`config.mk`:
```
export PLATFORM = sky130hd
export DESIGN_NAME = lopd_pipe
export DESIGN_NICKNAME = d
export VERILOG_FILES = /design/src/rtl/lopd_pkg.sv /design/src/rtl/lopd_seg.sv /design/src/rtl/lopd_pipe.sv
export SDC_FILE = /design/constraint.sdc
export NUM_CORES = 1
export LEC_CHECK = 0
export ABC_AREA = 1
export BUFFER_PORTS_ARGS = -buffer_cell sky130_fd_sc_hd__buf_4
export CELL_PAD_IN_SITES_DETAIL_PLACEMENT = 1
export CELL_PAD_IN_SITES_GLOBAL_PLACEMENT = 2
export CORE_MARGIN = 2
export CORE_UTILIZATION = 36
export CTS_BUF_LIST = sky130_fd_sc_hd__clkbuf_4 sky130_fd_sc_hd__clkbuf_8 sky130_fd_sc_hd__clkbuf_16
export CTS_CLUSTER_DIAMETER = 80
export DETAILED_ROUTE_END_ITERATION = 12
export MAX_ROUTING_LAYER = met4
export PLACE_DENSITY_LB_ADDON = 0.1
export SLEW_MARGIN = 40
export SYNTH_ARGS = -nofsm -noshare
export SYNTH_HDL_FRONTEND = slang
export SYNTH_SLANG_ARGS = --single-unit
export TNS_END_PERCENT = 30
```
`constraint.sdc`:
```
create_clock -name clk -period 6.5 [get_ports clk]
set_clock_uncertainty 0.2 [all_clocks]
set_input_delay 0 -clock clk [delete_from_list [all_inputs] [get_ports clk]]
set_output_delay 0 -clock clk [all_outputs]
set_load 0.02 [all_outputs]
```
`src/rtl/lopd_pkg.sv`:
```
// Shared definitions for the leading-one position detector pipeline.
// The defaults here match the softmax/layernorm datapath configuration.
package lopd_pkg;

  localparam int unsigned LOPD_D_W   = 32;
  localparam int unsigned LOPD_SEG_W = 8;
  localparam int unsigned LOPD_LANES = 4;
  localparam int unsigned LOPD_TAG_W = 8;

  localparam int unsigned POS_W  = $clog2(LOPD_D_W);
  localparam int unsigned NSEG   = LOPD_D_W / LOPD_SEG_W;
  localparam int unsigned SPOS_W = $clog2(LOPD_SEG_W);

  // Left-shift amount that moves bit 'pos' up to the MSB of a d_w-bit word.
  function automatic int unsigned lz_shift(input int unsigned pos, input int unsigned d_w);
    return d_w - 1 - pos;
  endfunction

  typedef struct packed {
    logic [POS_W-1:0]    pos;
    logic                zero;
    logic [LOPD_D_W-1:0] norm;
  } lopd_res_t;

endpackage

```
`src/rtl/lopd_seg.sv`:
```
// Combinational priority encoder for one segment: any-bit flag and
// index of the highest set bit (0 when the segment is empty).
module lopd_seg
  import lopd_pkg::*;
#(
  parameter int unsigned SEG_W = LOPD_SEG_W
) (
  input  logic [SEG_W-1:0]         seg,
  output logic                     any,
  output logic [$clog2(SEG_W)-1:0] pos
);

  localparam int unsigned SP_W = $clog2(SEG_W);

  always_comb begin
    any = |seg;
    pos = '0;
    for (int unsigned i = 0; i < SEG_W; i++) begin
      if (seg[i]) pos = SP_W'(i);
    end
  end

endmodule

```
`src/rtl/lopd_pipe.sv`:
```
// Three-stage, multi-lane leading-one detector with a bubble-collapsing
// valid/ready pipeline: segment encode, segment merge, normalise.
module lopd_pipe
  import lopd_pkg::*;
#(
  parameter int unsigned D_W   = LOPD_D_W,
  parameter int unsigned SEG_W = LOPD_SEG_W,
  parameter int unsigned LANES = LOPD_LANES,
  parameter int unsigned TAG_W = LOPD_TAG_W
) (
  input  logic                          clk,
  input  logic                          rst,
  input  logic                          in_valid,
  output logic                          in_ready,
  input  logic [LANES*D_W-1:0]          in_data,
  input  logic [TAG_W-1:0]              in_tag,
  output logic                          out_valid,
  input  logic                          out_ready,
  output logic [LANES*$clog2(D_W)-1:0]  out_pos,
  output logic [LANES-1:0]              out_zero,
  output logic [LANES*D_W-1:0]          out_norm,
  output logic [TAG_W-1:0]              out_tag
);

  localparam int unsigned P_W   = $clog2(D_W);
  localparam int unsigned N_SEG = D_W / SEG_W;
  localparam int unsigned SP_W  = $clog2(SEG_W);

  typedef struct packed {
    logic [P_W-1:0] pos;
    logic           zero;
    logic [D_W-1:0] norm;
  } res_t;

  logic v1, v2;
  logic adv1, adv2, adv3;

  logic [N_SEG-1:0] seg_any_c [LANES];
  logic [SP_W-1:0]  seg_pos_c [LANES][N_SEG];

  logic [N_SEG-1:0] s1_any  [LANES];
  logic [SP_W-1:0]  s1_pos  [LANES][N_SEG];
  logic [D_W-1:0]   s1_data [LANES];
  logic [TAG_W-1:0] s1_tag;

  logic [P_W-1:0]   s2_pos_c [LANES];
  logic [LANES-1:0] s2_zero_c;
  logic [P_W-1:0]   s2_pos   [LANES];
  logic [LANES-1:0] s2_zero;
  logic [D_W-1:0]   s2_data  [LANES];
  logic [TAG_W-1:0] s2_tag;

  res_t s3_c [LANES];

  // Each stage may move whenever the stage below it frees up in the same cycle.
  assign adv3     = !out_valid || out_ready;
  assign adv2     = !v2 || adv3;
  assign adv1     = !v1 || adv2;
  assign in_ready = adv1;

  always_ff @(posedge clk) begin
    if (rst) begin
      v1        <= 1'b0;
      v2        <= 1'b0;
      out_valid <= 1'b0;
    end else begin
      if (adv1) v1        <= in_valid;
      if (adv2) v2        <= v1;
      if (adv3) out_valid <= v2;
    end
  end

  for (genvar l = 0; l < LANES; l++) begin : g_lane
    for (genvar s = 0; s < N_SEG; s++) begin : g_seg
      lopd_seg #(.SEG_W(SEG_W)) u_seg (
        .seg (in_data[l*D_W + s*SEG_W +: SEG_W]),
        .any (seg_any_c[l][s]),
        .pos (seg_pos_c[l][s])
      );
    end
  end

  always_ff @(posedge clk) begin
    if (adv1 && in_valid) begin
      for (int unsigned l = 0; l < LANES; l++) begin
        s1_data[l] <= in_data[l*D_W +: D_W];
        s1_any[l]  <= seg_any_c[l];
        s1_pos[l]  <= seg_pos_c[l];
      end
      s1_tag <= in_tag;
    end
  end

  // Ascending scan: the last non-empty segment seen is the highest one.
  always_comb begin
    for (int unsigned l = 0; l < LANES; l++) begin
      s2_pos_c[l]  = '0;
      s2_zero_c[l] = 1'b1;
      for (int unsigned s = 0; s < N_SEG; s++) begin
        if (s1_any[l][s]) begin
          s2_pos_c[l]  = P_W'(s * SEG_W) + P_W'(s1_pos[l][s]);
          s2_zero_c[l] = 1'b0;
        end
      end
    end
  end

  always_ff @(posedge clk) begin
    if (adv2 && v1) begin
      s2_pos  <= s2_pos_c;
      s2_zero <= s2_zero_c;
      s2_data <= s1_data;
      s2_tag  <= s1_tag;
    end
  end

  always_comb begin
    for (int unsigned l = 0; l < LANES; l++) begin
      s3_c[l] = '{pos:  s2_pos[l],
                  zero: s2_zero[l],
                  norm: s2_data[l] << lz_shift(32'(s2_pos[l]), D_W)};
    end
  end

  always_ff @(posedge clk) begin
    if (rst) begin
      out_pos  <= '0;
      out_zero <= '0;
      out_norm <= '0;
      out_tag  <= '0;
    end else if (adv3 && v2) begin
      for (int unsigned l = 0; l < LANES; l++) begin
        out_pos[l*P_W +: P_W]  <= s3_c[l].pos;
        out_zero[l]            <= s3_c[l].zero;
        out_norm[l*D_W +: D_W] <= s3_c[l].norm;
      end
      out_tag <= s2_tag;
    end
  end

endmodule

```
==> Word-level counts from Yosys, hierarchy flattened <==
Memory sizes are Yosys's and may differ from the RTL's.
Cells that the tools add are included.
{ "op_classes": {"n_reduce_logical": 29, "shifts": 4, "add_sub_neg": 16, "mux": 134} }
{ "op_table": {"columns": ["operator", "n"], "rows": [
  ["two-way mux 3 bit", 68],
  ["OR reduction 8 bit", 16],
  ["<< shifter 32 x 32 -> 32 bit", 4],
  ["two-way mux 2 bit", 32],
  ["two-way mux 5 bit", 12],
  ["subtractor 5 x 5 -> 6 bit, first input constant", 4],
  ["two-way mux 1 bit", 22],
  ["adder 4 x 3 -> 5 bit, first input constant", 4],
  ["adder 4 x 4 -> 5 bit, first input constant", 4],
  ["adder 5 x 3 -> 5 bit, first input constant", 4],
  ["OR reduction 3 bit", 4],
  ["logical AND 1 bit", 3],
  ["zero test 1 bit", 3],
  ["logical OR 1 bit", 3]
]} }
{ "word_totals": {"out_inout_bits": 162, "mem_bits_rw": 64, "word_cells": 210, "mem_count": 2, "input_bits": 140, "ff_bits": 459} }
{ "memory_table": {"columns": ["memory", "words", "word_bits", "rd", "rd_ports_with_merged_regs", "wr", "line", "text"], "rows": [
  ["s1_pos", 4, 12, 4, 0, 4, "lopd_pipe.sv:42", "logic [SP_W-1:0] s1_pos [LANES][N_SEG];"],
  ["s1_any", 4, 4, 4, 0, 4, "lopd_pipe.sv:41", "logic [N_SEG-1:0] s1_any [LANES];"]
]} }

==> Logic depth before layout (Yosys ltp) <==
Gate-level depths: netlist (run 1).
{ "depth": {"word_depth": 7, "mapped_depth": 13, "ltp_nobuf": 11} }

==> By module <==
Synthesis (run 1) repeated with hierarchy kept, for this count alone.
{ "unflattened": {"hier_cells": 2749, "hier_area_um2": 24248.3} }
{ "by_module_without_submodules": {"columns": ["mod", "area_each_um2", "n_inst", "cells_per_inst", "seq_area_each_um2"], "rows": [
  ["lopd_pipe", 23007.1, 1, 2429, 14073.5],
  ["lopd_seg", 77.6, 16, 20, 0.0]
]} }

==> Worst setup path after synthesis (run 1) <==
Ideal clock, no wire load.
{ "synth_timing": {"kind": "reg-to-reg", "start": "reg out_valid", "end": "mem s1_any[0][0] in the netlist's numbering, enable pin", "period_less_slack_ps": 5465, "setup_time_ps": 552, "path_buffers": 0, "arrival_ps": 4714, "required_ps": 5748, "path_stages_with_launch": 6, "slack_ps": 1035, "path_cell_list": "dfxtp_1 -> nand2_2 -> nor2_1 -> nand2_1 -> nand2_1 -> inv_1"} }
{ "synth_lines": {"columns": ["element", "line", "text"], "rows": [
  ["start: declaration", "lopd_pipe.sv:17", "output logic out_valid,"],
  ["start signal: assignment", "lopd_pipe.sv:69", "if (adv3) out_valid <= v2;"],
  ["end: declaration", "lopd_pipe.sv:41", null]
]} }

==> Final worst setup path (run 1) <==
{ "layout_timing": {"start": "reg out_valid", "end": "reg out_norm[31]"} }
{ "layout_via": {"elab_chain_len": 3} }
{ "layout_lines": {"columns": ["element", "line", "text"], "rows": [
  ["zero test 1 bit", "lopd_pipe.sv:56", "assign adv3 = !out_valid || out_ready;"],
  ["logical OR 1 bit", "lopd_pipe.sv:56", null],
  ["logical AND 1 bit", "lopd_pipe.sv:131", "end else if (adv3 && v2) begin"],
  ["end signal: indexed assignment", "lopd_pipe.sv:135", "out_norm[l*D_W +: D_W] <= s3_c[l].norm;"],
  ["end: declaration", "lopd_pipe.sv:21", "output logic [LANES*D_W-1:0] out_norm,"]
]} }
No other way between the ends.
A chain may end at the register's enable or synchronous reset.

==> results.py, run 1 <==
metrics = {
    "status": {
        "status": "finished, final reports clean",
    },
    "power": {
        "vdd_ir_drop_max_mv": 0.206,
        "power_leakage_uw": 0.0126,
        "powerDensity_mw_per_mm2": 255,
    },
    "global_route": {
        "grtUsageTotal_pct": 25.0,
        "grt_pass1_vias": 22200,
        "grt_antenna_before_repair": 1,
        "grt_max_degree": 113,
        "grt_pass1_wl_mm": 128,
        "overflow": 0,
    },
    "timing": {
        "tns_ns": 0,
        "period_minus_slack_ns": 3.19,
        "final_max_slew_viol_count": 0,
        "relSlewSlack_pct": 46.6,
        "rsz0062_at_grt": "no",
        "final-setup-viol-count": 0,
        "post-route-period-util_pct": 49.0,
        "setup_ws_ns": 3.32,
        "hold_viol_final": 0,
        "fmax_mhz": 314,
        "worst_slew_pin_slew_ns": 0.800,
    },
    "min_path": {
        "hp-class": "input pin to flop",
    },
    "clocking": {
        "clock-root-buffer": "clkbuf_16",
        "cts_tree": "yes",
        "clockBufferDepth": 3,
        "cts_buffers": 56,
        "cts.sinks": 523,
        "htreeDepth": 2,
        "clock_latency_ns": 0.62,
        "clk_pin_slew_ns": 0.06,
    },
    "die": {
        "core_sq_mm": 0.0659,
        "io-pin-count": 302,
        "start_util_pct": 36.4,
        "die_w_microns": 262,
        "row_count": 94,
        "die_area_sq_mm": 0.0686,
        "die_h_microns": 262,
    },
    "cells_and_area": {
        "multi_input_area_sq_mm": 0.00846,
        "areaGrowthSynthToFinish_pct": 30.4,
        "nFillCells": 7562,
        "drive_above_1_share_pct": 15.1,
        "regArea_sq_mm": 0.0141,
        "utilization_pct": 47.4,
        "final_common_cell": "nand3_1",
        "final_cell_mix": "719 x nand3_1, 639 x nand2_1, 360 x edfxtp_1, 319 x buf_4, 279 x dlygate4sd3_1",
        "nets": 3286,
    },
    "setup_path": {
        "crit_required_ns": 6.86,
        "start_kind": "flop",
        "arrival_ns": 3.55,
        "end_kind": "flop",
        "path_max_fanout": 96,
        "worstSetupPathType": "flop to flop",
    },
    "routing": {
        "antenna_left": 0,
        "drt_pass1_iterations": 5,
        "wl_per_cell_microns": 20.7,
        "dr.first_iter.drc_count": 1269,
        "drc": 0,
        "avgViaCountPerCell": 5.25,
        "wl_mm": 83.9,
        "via_count": 21300,
    },
    "synth": {
        "yosysSeqAreaShare_pct": 58.7,
        "yosys_warnings": 0,
        "synth_fp_nets": 2783,
        "synth-seq-cells": 523,
        "syn-mean-instance-area_sq_um": 9.07,
        "synth.distinct_cells": 32,
        "syn_inst": 2643,
        "synth_area_sq_mm": 0.0240,
    },
    "flow_run": {
        "drv_cap": 0,
    },
    "placed_design": {
        "io_buffers": 301,
        "dp_slack_ns": 3.34,
        "hpwl_mm": 56.5,
        "place_congestion": 0.851,
    },
}
==> layer usage <==
metal  vias to the layer above  GRT usage, %  part of all wire, %
met2                       463          41.8                   49
li1                      10200             -                    -
met1                     10500          32.0                   44
met4                         0          7.08                  2.7
met3                       117          2.82                  3.9
met5                         -             -                    0
==> layout make-up <==
class | instances | share of cell area (%)
clock inverters | 39 | 1.18
clock buffers | 65 | 4.76
flip-flops and latches | 523 | 45.1
diodes | 1 | 0.00801
multi-input cells | 1837 | 27.1
well taps | 864 | 3.46
repair buffers | 604 | 16.9
inverters | 124 | 1.59
==> per-stage QoR <==
step | total power, uW | instance area [sq um] | hold WS [ns] | instances
CTS | 8030 | 31200 | 0.000336 | 4056
detailed placement | 4640 | 26600 | -0.0206 | 3673
finish | 7960 | 31200 | 0.0310 | 4057
floorplan | 4330 | 24000 | -0.101 | 2643
global placement | 4620 | 26500 | -0.0203 | 3671
global route | 8260 | 31200 | 0.0408 | 4057
==> power by group <==
part,total [uW],switching [uW],internal [uW]
Sequential,3800,81.2,3720
Clock,3250,1370,1880
Combinational,913,557,355
==> cells by family (layout without fill, tap and decap cells) <==
family          count (synthesis)  in the layout  share of synthesized area [%]
compound gates                273            273                           6.25
buf+inv                       283            832                           5.98
other cells                     0              1                              0
simple gates                 1564           1564                           29.0
flops                         523            523                           58.7
==> path summary, 6_finish.rpt <==
path	startpoint	endpoint	slack [ns]	depth (start not counted)
hold reg to reg	s1_data[73]	s2_data[73]	0.22	0
setup reg to reg	out_valid	out_norm[31]	3.32	10
setup / recovery	out_valid	out_norm[31]	3.32	10
hold / removal	in_data[8]	s1_any[0][1]	0.03	4
==> synthesized netlist by cell type <==
cell | number | area (sq um)
nor2_4 | 1 | 11.3
nand2_2 | 17 | 106
nor3_1 | 5 | 25.0
nor2_2 | 5 | 31.3
buf_2 | 67 | 335
buf_6 | 27 | 304
inv_6 | 3 | 26.3
dfxtp_1 | 163 | 3260
clkinv_1 | 1 | 3.75
nor2_1 | 152 | 571
inv_4 | 1 | 6.26
a21oi_2 | 3 | 26.3
o21ai_0 | 69 | 345
nand3_2 | 9 | 90.1
nand2_4 | 1 | 11.3
inv_2 | 8 | 30.0
clkbuf_1 | 41 | 154
buf_1 | 10 | 37.5
a22oi_1 | 16 | 120
a21oi_1 | 143 | 716
o211ai_1 | 17 | 128
nand2_1 | 639 | 2400
edfxtp_1 | 360 | 10800
o21ai_1 | 4 | 20.0
nand3_1 | 719 | 3600
nand4_1 | 13 | 81.3
o21bai_1 | 9 | 67.6
nor3_2 | 3 | 30.0
a31oi_1 | 12 | 75.1
buf_8 | 2 | 30.0
buf_4 | 12 | 90.1
inv_1 | 111 | 417
==> worst max-delay path: stages (launching register included) <==
cell     delay (ns)
dfxtp_1        0.32
nand2_2        0.14
nand2_8        0.33
inv_2          0.59
buf_4          0.35
nand2_1        0.19
inv_2          0.46
nand3_1        0.16
nand3_1        0.12
nand2_1        0.06
inv_1          0.07
==> flip-flops by register name (all words and copies together) (netlist names), 16 cells and up <==
name / count
out_norm: 128
s1_data: 128
s2_data: 128
s1_pos: 48
out_pos: 20
s2_pos: 20
s1_any: 16
==> repair_timing <==
action,4_1_cts,5_1_grt
hold buffers,279,0
endpoints found under the hold margin,261,0
gates resized for setup,0,0
setup buffers,0,0
Power figures use the tool's default switching activity.
==> run 2: changes to the inputs <==
Clock period 6.5 ns to 3 ns, I/O delays scaled along.
==> run 2 against run 1 <==
Sequential power up 120%. Setup slack worse by 2.7 ns. Via count down 0.43%. Die area unchanged. Routed wire length down 0.40%. Critical endpoint is now v1. Sequential share of layout area down 0.36 points. Global-route usage down 0.058 points. Register-to-register slack worse by 2.7 ns. Clock power up 120%. Core utilization up 0.39 points.
==> results.py, run 2 (same netlist as run 1, synthesis figures left out) <==
metrics = {
    "power": {
        "design_power_total_uw": 17500,
        "vdd_ir_drop_max_mv": 0.459,
        "p_int_uw": 13100,
        "clkPwrFrac_pct": 41.4,
        "power_leakage_uw": 0.0128,
        "switching_share_pct": 24.8,
        "power.switching_uw": 4330,
        "powerDensity_mw_per_mm2": 555,
        "p_comb_share_pct": 11.4,
        "seqPwrFrac_pct": 47.1,
    },
    "clocking": {
        "clk_pin_slew_ns": 0.06,
        "cts.sinks": 523,
        "htreeDepth": 2,
        "cts_resized": 0,
        "cts_tree": "yes",
        "clock-root-buffer": "clkbuf_16",
        "cts_buffers": 57,
        "clock_latency_ns": 0.61,
        "clockBufferDepth": 3,
    },
    "cells_and_area": {
        "instances_no_fill": 4077,
        "final_common_cell": "nand3_1",
        "nets": 3306,
        "areaGrowthSynthToFinish_pct": 31.4,
        "nFillCells": 7489,
        "top_regs": "out_norm (128), s1_data (128), s2_data (128)",
        "drive_above_1_share_pct": 15.7,
        "stdcell_area_sq_mm": 0.0315,
        "final_cell_mix": "719 x nand3_1, 637 x nand2_1, 360 x edfxtp_1, 341 x buf_4, 277 x dlygate4sd3_1",
    },
    "timing": {
        "worst_slew_pin_slew_ns": 0.795,
        "final-setup-viol-count": 0,
        "post-route-period-util_pct": 77.9,
        "relSlewSlack_pct": 47.0,
        "period_minus_slack_ns": 2.34,
        "final_max_slew_viol_count": 0,
        "fmax_mhz": 428,
        "hold_viol_final": 0,
        "setup_ws_ns": 0.662,
        "rsz0062_at_grt": "no",
    },
    "routing": {
        "antenna_left": 0,
        "drt_pass1_iterations": 5,
        "wl_per_cell_microns": 20.5,
        "dr.first_iter.drc_count": 1299,
        "via_count": 21200,
        "wl_mm": 83.6,
        "avgViaCountPerCell": 5.20,
        "drc": 0,
    },
    "setup_path": {
        "start_kind": "flop",
        "r2r_cells": 7,
        "crit_required_ns": 3.28,
        "path_max_fanout": 3,
        "worst-r2r-setup-slack_ns": 0.66,
        "r2r_end": "v1",
        "path_cells": "inv_1 > nor2_4 > nand2_4 > nand2_4 > dlygate4sd3_1 > a21oi_1 > dlygate4sd3_1",
        "worstSetupPathType": "flop to flop",
        "end_kind": "flop",
        "critPathBufInv": 3,
        "crit_family": "buffers and inverters",
        "slowest_delay_ns": 0.58,
        "cp_slowest_cell": "dlygate4sd3_1",
        "arrival_ns": 2.62,
        "r2r_start": "v2",
    },
    "die": {
        "die_area_sq_mm": 0.0686,
        "io-pin-count": 302,
        "core_sq_mm": 0.0659,
        "die_w_microns": 262,
        "die_h_microns": 262,
        "row_count": 94,
        "start_util_pct": 36.4,
    },
    "placed_design": {
        "io_buffers": 301,
        "hpwl_mm": 57.5,
        "place_congestion": 0.865,
        "dp.cells": 3694,
        "dpl_cell_area_sq_mm": 0.0268,
        "dp_slack_ns": 0.716,
    },
    "global_route": {
        "grt_pass1_wl_mm": 128,
        "overflow": 0,
        "grtUsageTotal_pct": 24.9,
        "grt_pass1_vias": 21900,
        "grt_antenna_before_repair": 1,
        "grt_max_degree": 103,
    },
    "flow_run": {
        "drv_cap": 0,
    },
    "min_path": {
        "hp-start": "in_data[79]",
        "hold-path-endpoint": "s1_pos[2][7]",
        "worst_hold_path.num_cells": 4,
        "hp-class": "input pin to flop",
    },
    "status": {
        "status": "finished, final reports clean",
    },
}
## run 2: metal layers
| metal | vias up | track usage (%) | wire length (microns) |
|---|---|---|---|
| met3 | 134 | 3.14 | 3750 |
| met2 | 502 | 41.3 | 40700 |
| met1 | 10300 | 31.6 | 36300 |
| met5 | - | - | 0 |
| li1 | 10200 | - | - |
| met4 | 0 | 8.33 | 2750 |
## run 2: stage by stage
stage / util (%) / hold WS [ns] / setup TNS (ns)
3_3_place_gp: 40.7 / -0.0208 / 0
3_5_place_dp: 40.7 / -0.0201 / 0
5_1_grt: 47.8 / 0.0447 / 0
4_1_cts: 47.8 / 0.00255 / 0
2_1_floorplan: - / -0.101 / -378.46
6_report: 47.8 / 0.0479 / 0
## run 2: what timing repair did
item / in CTS / in global routing
endpoints found under the hold margin: 283 / 0
hold buffers: 277 / 0
setup buffers: 0 / 0
## run 2: worst max path at each step
stage,startpoint,slack (ns),to,depth (start not counted)
2_1_floorplan,out_valid,-1.33,s1_any[0][0],5
3_3_place_gp,out_valid,0.75,out_norm[63],10
3_5_place_dp,out_valid,0.72,out_norm[63],10
4_1_cts,v2,0.66,v1,7
5_1_grt,v2,0.49,out_norm[93],9
6_report,v2,0.66,v1,7
## run 2: area by class of cell
type                            count  area [sq um]  share of cell area [%]
Clock buffer                       75          1570                    4.98
Multi-Input combinational cell   1837          8490                    27.0
Inverter                          124           490                    1.56
Sequential cell                   523         14100                    44.7
Antenna cell                        1          2.50                 0.00795
Timing Repair Buffer              623          5430                    17.3
Clock inverter                     30           353                    1.12
Tap cell                          864          1080                    3.43
## run 2: power groups by stage
stage | sequential, uW | combinational [uW] | clock [uW]
floorplan | 8410 | 960 | 0
global route | 8260 | 2200 | 7680
global placement | 8370 | 1670 | 0
finish | 8230 | 2000 | 7240
detailed placement | 8380 | 1700 | 0
CTS | 8230 | 1990 | 7380
## run 2: worst register-to-register path: cells and delay by family, from the launching register on
family          cells  cell delay (ns)
compound gates      1             0.06
simple gates        3             0.30
buf+inv             3             1.24
flops               1             0.42
==> run 3: changes to the inputs <==
Clock period 3 ns to 2.35 ns, I/O delays scaled along.
==> run 3 against run 2 <==
Non-clock buffer count is 18 higher. Maximum frequency grew 3.2%. Largest power group unchanged. Core utilization rose by 0.58 points. Register-to-register slack worse by 0.58 ns. Sequential power is 28% higher.
==> results.py, run 3 (same netlist as run 1, synthesis figures left out) <==
metrics = {
    "status": {
        "status": "finished, final reports clean",
    },
    "setup_path": {
        "slowest_delay_ns": 0.58,
        "path_cells": "inv_1 > nor2_4 > nand2_4 > nand2_4 > dlygate4sd3_1 > a21oi_1 > dlygate4sd3_1",
        "path_max_fanout": 3,
        "crit_cells": 7,
        "crit_family": "buffers and inverters",
        "arrival_ns": 2.57,
        "crit_required_ns": 2.65,
        "critPathBufInv": 3,
        "r2r_cells": 7,
        "end_kind": "flop",
        "cp_slowest_cell": "dlygate4sd3_1",
        "worstSetupPathType": "flop to flop",
        "start_kind": "flop",
    },
    "timing": {
        "hold_viol_final": 0,
        "final-setup-viol-count": 0,
        "whs_ns": 0.0372,
        "post-route-period-util_pct": 96.4,
        "period_minus_slack_ns": 2.27,
        "tns_ns": 0,
        "fmax_mhz": 441,
        "final_max_slew_viol_count": 0,
        "rsz0062_at_grt": "no",
        "relSlewSlack_pct": 56.6,
        "worst_slew_pin_slew_ns": 0.651,
    },
    "placed_design": {
        "hpwl_mm": 57.7,
        "io_buffers": 301,
        "dp.cells": 3706,
        "place_congestion": 0.856,
        "dpl_cell_area_sq_mm": 0.0270,
    },
    "min_path": {
        "hp-class": "input pin to flop",
        "worst_hold_path.num_cells": 4,
    },
    "global_route": {
        "grt_max_degree": 87,
        "grt_pass1_vias": 22400,
        "met3_usage_pct": 3.74,
        "met1_usage_pct": 32.1,
        "overflow": 0,
        "busiest_layer": "met2",
        "grt_pass1_wl_mm": 129,
        "grtUsageMet2_pct": 41.4,
        "grt_antenna_before_repair": 3,
        "grtUsageTotal_pct": 25.1,
    },
    "clocking": {
        "htreeDepth": 2,
        "clockBufferDepth": 3,
        "clock_latency_ns": 0.63,
        "post_cts_buffers": 0,
        "cts_tree": "yes",
        "cts.sinks": 523,
        "cts_buffers": 57,
        "clk_pin_slew_ns": 0.06,
        "clock-root-buffer": "clkbuf_16",
    },
    "power": {
        "vdd_ir_drop_max_mv": 0.517,
        "power_leakage_uw": 0.0130,
        "switching_share_pct": 25.3,
        "p_int_uw": 17100,
        "power.switching_uw": 5800,
        "powerDensity_mw_per_mm2": 719,
        "p_comb_share_pct": 11.3,
        "seqPwrFrac_pct": 45.9,
        "clkPwrFrac_pct": 42.9,
    },
    "cells_and_area": {
        "drive_above_1_share_pct": 16.2,
        "final_cell_mix": "719 x nand3_1, 637 x nand2_1, 360 x edfxtp_1, 347 x buf_4, 283 x dlygate4sd3_1",
        "utilization_pct": 48.4,
        "final_common_cell": "nand3_1",
        "instances_no_fill": 4099,
        "regArea_sq_mm": 0.0141,
        "nFillCells": 7541,
        "stdcell_area_sq_mm": 0.0319,
        "nets": 3324,
        "multi_input_area_sq_mm": 0.00849,
        "areaGrowthSynthToFinish_pct": 33.0,
        "top_regs": "out_norm (128), s1_data (128), s2_data (128)",
    },
    "die": {
        "io-pin-count": 302,
        "row_count": 94,
        "core_sq_mm": 0.0659,
        "die_w_microns": 262,
        "start_util_pct": 36.4,
        "die_h_microns": 262,
        "die_area_sq_mm": 0.0686,
    },
    "routing": {
        "wl_mm": 83.9,
        "drc": 0,
        "wl_per_cell_microns": 20.5,
        "via_count": 21300,
        "avgViaCountPerCell": 5.20,
        "antenna_left": 0,
        "dr.first_iter.drc_count": 1381,
        "drt_pass1_iterations": 5,
    },
    "flow_run": {
        "drv_cap": 0,
    },
}
-- run 3: changes by cell type in the layout (fill, tap and decap cells not counted), moves of 3 or more --
cell	before	now
clkbuf_4	17	3
clkinv_1	6	0
buf_12	5	11
clkinvlp_4	3	15
buf_4	341	347
clkbuf_16	57	60
inv_6	6	9
dlygate4sd3_1	277	283
-- run 3: path summary, 6_finish.rpt --
path                start      endpoint  slack, ns
min reg2reg     s1_tag[5]     s2_tag[5]       0.21
min          in_data[111]  s1_pos[3][6]       0.04
max                    v2            v1       0.08
max reg2reg            v2            v1       0.08
-- run 3: power groups by stage --
stage          combinational, uW  clock, uW  sequential [uW]
2_1_floorplan               1230          0            10700
3_3_place_gp                2160          0            10700
3_5_place_dp                2190          0            10700
4_1_cts                     2570      10000            10500
5_1_grt                     2850      10400            10500
6_report                    2580       9830            10500
-- run 3: area by class of cell --
type	instances	area share, %
repair buffers	641	17.7
multi-input cells	1837	26.6
inverters	124	1.54
clock inverters	43	1.64
diodes	2	0.0157
well taps	864	3.39
clock buffers	65	4.87
flip-flops and latches	523	44.2
-- run 3: timing repair --
item | in CTS | in global routing
hold endpoints to repair | 382 | 0
resized for setup | 0 | 1
hold buffers | 283 | 0
setup endpoints to repair | 0 | 1
-- run 3: stage by stage --
| step | total power [uW] | setup slack [ns] |
|---|---|---|
| finish | 22900 | 0.0849 |
| global route | 23800 | 0.00346 |
| floorplan | 12000 | -1.98 |
| global placement | 12800 | 0.246 |
| detailed placement | 12900 | 0.229 |
| CTS | 23100 | 0.0263 |
-- run 3: tightest hold or removal path: stages --
cell and delay (ns):
dlygate4sd3_1 0.52, buf_4 0.11, a21oi_1 0.04, o21ai_0 0.06
-- run 3: layer usage --
metal | routed length, microns | up-vias
met3 | 4020 | 129
li1 | - | 10300
met4 | 2440 | 0
met5 | 0 | -
met2 | 40600 | 499
met1 | 36900 | 10400
